`src/rtl/clear_sequencer.sv`:
```
// Command front-end for clear_unit: queues clear rectangles, clamps them to the
// framebuffer, drops empty ones and dispatches the rest one at a time.
module clear_sequencer #(
    parameter int unsigned FIFO_DEPTH = 4,
    parameter int unsigned FB_WIDTH   = 640,
    parameter int unsigned FB_HEIGHT  = 480
) (
    input  logic        clk,
    input  logic        rst,

    input  logic        cmd_valid,
    output logic        cmd_ready,
    input  logic [31:0] cmd_color,
    input  logic [31:0] cmd_xmin,
    input  logic [31:0] cmd_ymin,
    input  logic [31:0] cmd_xmax,
    input  logic [31:0] cmd_ymax,

    output logic        cu_start,
    input  logic        cu_done,
    output logic [31:0] cu_color,
    output logic [31:0] cu_xmin,
    output logic [31:0] cu_ymin,
    output logic [31:0] cu_xmax,
    output logic [31:0] cu_ymax,

    output logic        busy,
    output logic [15:0] cmds_done,
    output logic [15:0] cmds_skipped
);

    localparam int unsigned AW         = (FIFO_DEPTH > 1) ? $clog2(FIFO_DEPTH) : 1;
    localparam logic [AW:0] FULL_COUNT = (AW + 1)'(FIFO_DEPTH);
    localparam logic [AW:0] COUNT_ONE  = (AW + 1)'(1);
    localparam logic [AW-1:0] PTR_ONE  = AW'(1);
    localparam logic [31:0] X_LIMIT    = 32'(FB_WIDTH);
    localparam logic [31:0] Y_LIMIT    = 32'(FB_HEIGHT);

    typedef struct packed {
        logic [31:0] color;
        logic [31:0] xmin;
        logic [31:0] ymin;
        logic [31:0] xmax;
        logic [31:0] ymax;
    } rect_t;

    typedef enum logic [1:0] {
        ST_IDLE,
        ST_CHECK,
        ST_WAIT
    } state_t;

    state_t        state_q;
    rect_t         cmd_q;

    rect_t         fifo_mem [FIFO_DEPTH];
    logic [AW-1:0] wr_ptr;
    logic [AW-1:0] rd_ptr;
    logic [AW:0]   fifo_count;
    logic          fifo_empty;
    logic          fifo_full;
    logic          push;
    logic          pop;
    rect_t         cmd_in;
    rect_t         head;

    logic [31:0]   clamp_xmax;
    logic [31:0]   clamp_ymax;
    logic          degenerate;

    // ------------------------------------------------------------------
    // Command FIFO. No bypass when full: a pop frees a slot for the next edge.
    // ------------------------------------------------------------------
    assign fifo_empty = (fifo_count == '0);
    assign fifo_full  = (fifo_count == FULL_COUNT);
    assign cmd_ready  = !fifo_full;
    assign push       = cmd_valid && !fifo_full;
    assign pop        = (state_q == ST_IDLE) && !fifo_empty;
    assign cmd_in     = {cmd_color, cmd_xmin, cmd_ymin, cmd_xmax, cmd_ymax};
    assign head       = fifo_mem[rd_ptr];

    always_ff @(posedge clk) begin
        if (push) begin
            fifo_mem[wr_ptr] <= cmd_in;
        end
    end

    always_ff @(posedge clk or posedge rst) begin
        if (rst) begin
            wr_ptr     <= '0;
            rd_ptr     <= '0;
            fifo_count <= '0;
        end else begin
            if (push) begin
                wr_ptr <= wr_ptr + PTR_ONE;
            end
            if (pop) begin
                rd_ptr <= rd_ptr + PTR_ONE;
            end
            case ({push, pop})
                2'b10:   fifo_count <= fifo_count + COUNT_ONE;
                2'b01:   fifo_count <= fifo_count - COUNT_ONE;
                default: fifo_count <= fifo_count;
            endcase
        end
    end

    // ------------------------------------------------------------------
    // Clamp the far edges to the framebuffer; the near edges pass through.
    // ------------------------------------------------------------------
    always_comb begin
        clamp_xmax = (cmd_q.xmax < X_LIMIT) ? cmd_q.xmax : X_LIMIT;
        clamp_ymax = (cmd_q.ymax < Y_LIMIT) ? cmd_q.ymax : Y_LIMIT;
        degenerate = (cmd_q.xmin >= clamp_xmax) || (cmd_q.ymin >= clamp_ymax);
    end

    // ------------------------------------------------------------------
    // Dispatch sequencer with registered clear_unit interface and counters.
    // ------------------------------------------------------------------
    always_ff @(posedge clk or posedge rst) begin
        if (rst) begin
            state_q      <= ST_IDLE;
            cmd_q        <= '0;
            cu_start     <= 1'b0;
            cu_color     <= '0;
            cu_xmin      <= '0;
            cu_ymin      <= '0;
            cu_xmax      <= '0;
            cu_ymax      <= '0;
            cmds_done    <= '0;
            cmds_skipped <= '0;
        end else begin
            cu_start <= 1'b0;
            unique case (state_q)
                ST_IDLE: begin
                    if (!fifo_empty) begin
                        cmd_q   <= head;
                        state_q <= ST_CHECK;
                    end
                end
                ST_CHECK: begin
                    if (degenerate) begin
                        cmds_skipped <= cmds_skipped + 16'd1;
                        state_q      <= ST_IDLE;
                    end else begin
                        cu_color <= cmd_q.color;
                        cu_xmin  <= cmd_q.xmin;
                        cu_ymin  <= cmd_q.ymin;
                        cu_xmax  <= clamp_xmax;
                        cu_ymax  <= clamp_ymax;
                        cu_start <= 1'b1;
                        state_q  <= ST_WAIT;
                    end
                end
                ST_WAIT: begin
                    // Done pulses outside this state are deliberately dropped.
                    if (cu_done) begin
                        cmds_done <= cmds_done + 16'd1;
                        state_q   <= ST_IDLE;
                    end
                end
                default: begin
                    state_q <= ST_IDLE;
                end
            endcase
        end
    end

    assign busy = (state_q != ST_IDLE) || !fifo_empty;

endmodule

```
`config.mk`:
```
export PLATFORM = sky130hd
export DESIGN_NAME = clear_sequencer
export DESIGN_NICKNAME = d
export VERILOG_FILES = /design/src/rtl/clear_sequencer.sv
export SDC_FILE = /design/constraint.sdc
export NUM_CORES = 1
export LEC_CHECK = 0
export BUFFER_PORTS_ARGS = -buffer_cell sky130_fd_sc_hd__clkbuf_2
export CAP_MARGIN = 20
export CORE_ASPECT_RATIO = 0.8
export CORE_MARGIN = 2
export CORE_UTILIZATION = 45
export CTS_CLUSTER_DIAMETER = 80
export DETAILED_ROUTE_END_ITERATION = 10
export SYNTH_ARGS = -nofsm -noshare
export SYNTH_HDL_FRONTEND = slang
export SYNTH_SLANG_ARGS = --single-unit
```
`constraint.sdc`:
```
create_clock -name clk -period 22.6 [get_ports clk]
set_input_delay 5.65 -clock clk [delete_from_list [all_inputs] [get_ports clk]]
set_output_delay 5.65 -clock clk [all_outputs]
set_load 0.02 [all_outputs]
```
==> out/qor.yml <==
outcome: "completed"
initialDrtViolationCount: 1438
clock_skew_ns: 0.0376
netlist_top_cells_area: "edfxtp_1 (50%), dfrtp_1 (24%), mux4_2 (9.5%)"
via_count: 20149
clock.fmax_ghz: 0.124
synth_largest_area_cell: "edfxtp_1"
placed_area_um2: 41300
endpoint: "fifo_mem[3][82]"
cp_max_fo: 61
io_buffers: 358
path_class: "input pin to flip-flop"
yosys.cell_count.top_type: "edfxtp_1"
synthCells: 2250
fin_tns_setup_ns: 0
max_slew_margin_pct: 24.3
path_cells: "clkbuf_2 -> and3_4 -> buf_4 -> buf_4"
synth_top_cell_area_share_pct: 50.5
cts_tree: "done"
hold_path_class: "flip-flop to flip-flop"
cts_made_buffers: 101
crit_top_cell: "buf_4"
seqPwrFrac_pct: 44.0
drcViolationCount: 0
cts.htree.levels: 3
clk_pin_slew_ns: 0.06
sw_frac_of_total_pct: 32.5
ios: 359
synth_cell_type_count: 45
insertion_delay_ns: 0.68
avgSynthCellArea_um2: 16.9
max_stage_delay_ns: 0.89
finalHoldViolations: 0
drv_slew: 0
worst-path-stages: 4
period_needed_ns: 8.07
worstSetupEndpointType: "flip-flop"
drv_cap: 0
dieHeight_um: 264
dr.pass1.iters: 5
drive_above_1_share_pct: 28.6
yosys-top-cells-count: "edfxtp_1 (640), nand2_1 (538), dfrtp_1 (362)"
antenna_found_initial: 20
hold_ws_ns: 0.469
r2r-start: "cmd_q[31]"
core_area_um2: 83900
critPathLaunch: "cmd_valid"
synth-seq-cells: 1002
r2r_slack_ns: 16.23
powerDensity_nw_per_um2: 138
die_x_um: 329
cp_num_buf_inv: 3
synth_seq_area_share_pct: 74.3
ctsHoldBuffers: 0
r2r-end: "cu_ymin[8]"
grt_pass1_wl_mm: 128
grt.total_usage_pct: 19.5
cts_buffer_depth: 3
path_delay_family: "buffers and inverters"
arrival_ns: 8.34
area_growth_pct: 17.4
nNetsFinal: 2919
pwr-share-clk_pct: 27.4
grt_max_degree: 115
peakVddDrop_v: 0.000102
p_sw_mw: 2.00
yosys_warnings: 0
slowest_stage: "buf_4"
cts.sinks: 1002
wl_per_cell_um: 21.5
gr-total-overflow: 0
synth_area_um2: 38100
ctsResizeCount: 0
stdcell_area_um2: 44700
synth_flop_cell: "edfxtp_1"
finalCritPeriodShare_pct: 35.7
combinationalPowerShare_pct: 28.6
cts_root_buf: "clkbuf_16"
synth_edf_count: 640
die-area_um2: 87000
required_ns: 22.87
grt_pass1_vias: 20971
setup_violations: 0
num_rows: 95
ant_nets: 0
worstMarginPinSlew_ns: 1.13
floorplan.initialDensity_pct: 45.4
rsz0062_at_grt: "no"
intPower_mw: 4.16
gp_congestion: 0.789
synthArstFlopShare_pct: 36.1
post_cts_buffers: 0
power.total_mw: 6.16
p_leak_nw: 18.1
dp_hpwl_mm: 52.2
drt_wl_total_mm: 83.7
reg2reg_depth: 12
via_per_inst: 5.18
critPathLaunchType: "input pin"
==> cell usage in the layout, fill, tap and decap left out, types with 3 or more instances in the layout <==
| cell type | n |
|---|---|
| edfxtp_1 | 640 |
| nand2_1 | 538 |
| dfrtp_1 | 360 |
| clkbuf_2 | 358 |
| mux4_2 | 160 |
| clkbuf_16 | 101 |
| mux2_2 | 83 |
| ha_1 | 71 |
| and2_1 | 51 |
| conb_1 | 45 |
| o21ai_0 | 35 |
| clkbuf_1 | 29 |
| a21oi_1 | 24 |
| xor2_1 | 21 |
| buf_4 | 20 |
| nor2_1 | 19 |
| nand3_1 | 16 |
| nor3_1 | 15 |
| inv_1 | 15 |
| xnor2_1 | 15 |
| mux2_1 | 15 |
| nand4_1 | 14 |
| clkinv_2 | 14 |
| nor4_1 | 13 |
| clkinv_1 | 12 |
| clkbuf_8 | 11 |
| bufinv_16 | 10 |
| and3_1 | 8 |
| diode_2 | 7 |
| nor2b_1 | 5 |
| and3_4 | 4 |
| a211oi_1 | 3 |
| a21o_1 | 3 |
| nor3_2 | 3 |
| clkinv_16 | 3 |
==> how the worst min path moves through the flow <==
stage,from,to,slack (ns),depth (start not counted)
final,cmd_q[153],cmd_q[153],0.47,2
after detailed placement,cmds_skipped[15],cmds_skipped[15],0.46,1
after CTS,cmds_skipped[15],cmds_skipped[15],0.47,1
after global placement,cmd_q[156],cmd_q[156],0.46,2
after global routing,cmds_skipped[15],cmds_skipped[15],0.49,1
after floorplan,cmd_q[0],cmd_q[0],0.44,2
==> worst reg2reg max path: stages (launching register included) <==
cell     delay, ns
dfrtp_1       0.39
nor4_1        0.47
nand4_1       0.44
nor3_1        1.03
ha_1          0.25
nand2_1       0.05
or4_1         0.38
o21ai_0       0.45
nand3_1       0.26
nand4_4       0.56
buf_4         0.75
buf_4         0.72
mux2_1        0.45
==> logic make-up (layout without fill, tap and decap cells) <==
| family | Yosys count | after routing | share of synthesized area [%] |
|---|---|---|---|
| mux | 258 | 258 | 12.4 |
| simple gates | 699 | 699 | 7.92 |
| flops | 1002 | 1002 | 74.3 |
| other cells | 1 | 52 | 0.00985 |
| compound gates | 72 | 72 | 1.05 |
| buf+inv | 110 | 587 | 1.19 |
| fa+ha+maj | 72 | 72 | 2.39 |
| xor+xnor | 36 | 36 | 0.828 |
==> stage by stage <==
step                      setup WS (ns)  utilization (%)  std cells
after global routing              14.36             53.3       3891
after global placement            13.78             49.2       3695
final                             14.53             53.3       3893
after detailed placement          13.76             49.2       3695
after CTS                         14.47             53.2       3886
after floorplan                    6.90                -       2294
==> registers in the layout, indices dropped and copies added (netlist names) <==
signal        flops
cu_ymax          32
state_q           2
fifo_count        3
rd_ptr            2
cu_xmin          32
cu_ymin          32
cmd_q           160
cmds_skipped     16
cu_start          1
cu_color         32
wr_ptr            2
cu_xmax          32
cmds_done        16
fifo_mem        640
==> routing by layer <==
layer  vias up  share of wire (%)  track usage, %
met5         -               0.17               0
met2       471                 48            30.7
li1       9152                  -               -
met1     10343                 43            26.9
met4        24                2.5            5.58
met3       159                6.4            5.25
==> power groups by stage <==
stage | clock, mW | sequential (mW) | combinational [mW]
final | 1.69 | 2.71 | 1.76
after global routing | 1.81 | 2.76 | 1.96
after CTS | 1.73 | 2.72 | 1.81
after detailed placement | 0 | 2.75 | 1.80
after global placement | 0 | 2.73 | 1.77
after floorplan | 0 | 2.80 | 1.20
==> area by class of cell <==
| class | count | area (um^2) |
|---|---|---|
| antenna | 7 | 17.5 |
| clock buffer | 142 | 2800 |
| clock inverter | 49 | 617 |
| fill | 6860 | 39200 |
| inverter | 17 | 76.3 |
| multi-input combinational | 1182 | 9550 |
| sequential | 1002 | 28300 |
| tap | 1115 | 1400 |
| timing repair buffer | 379 | 1960 |
Note: power is estimated with default switching activity, not from simulation.
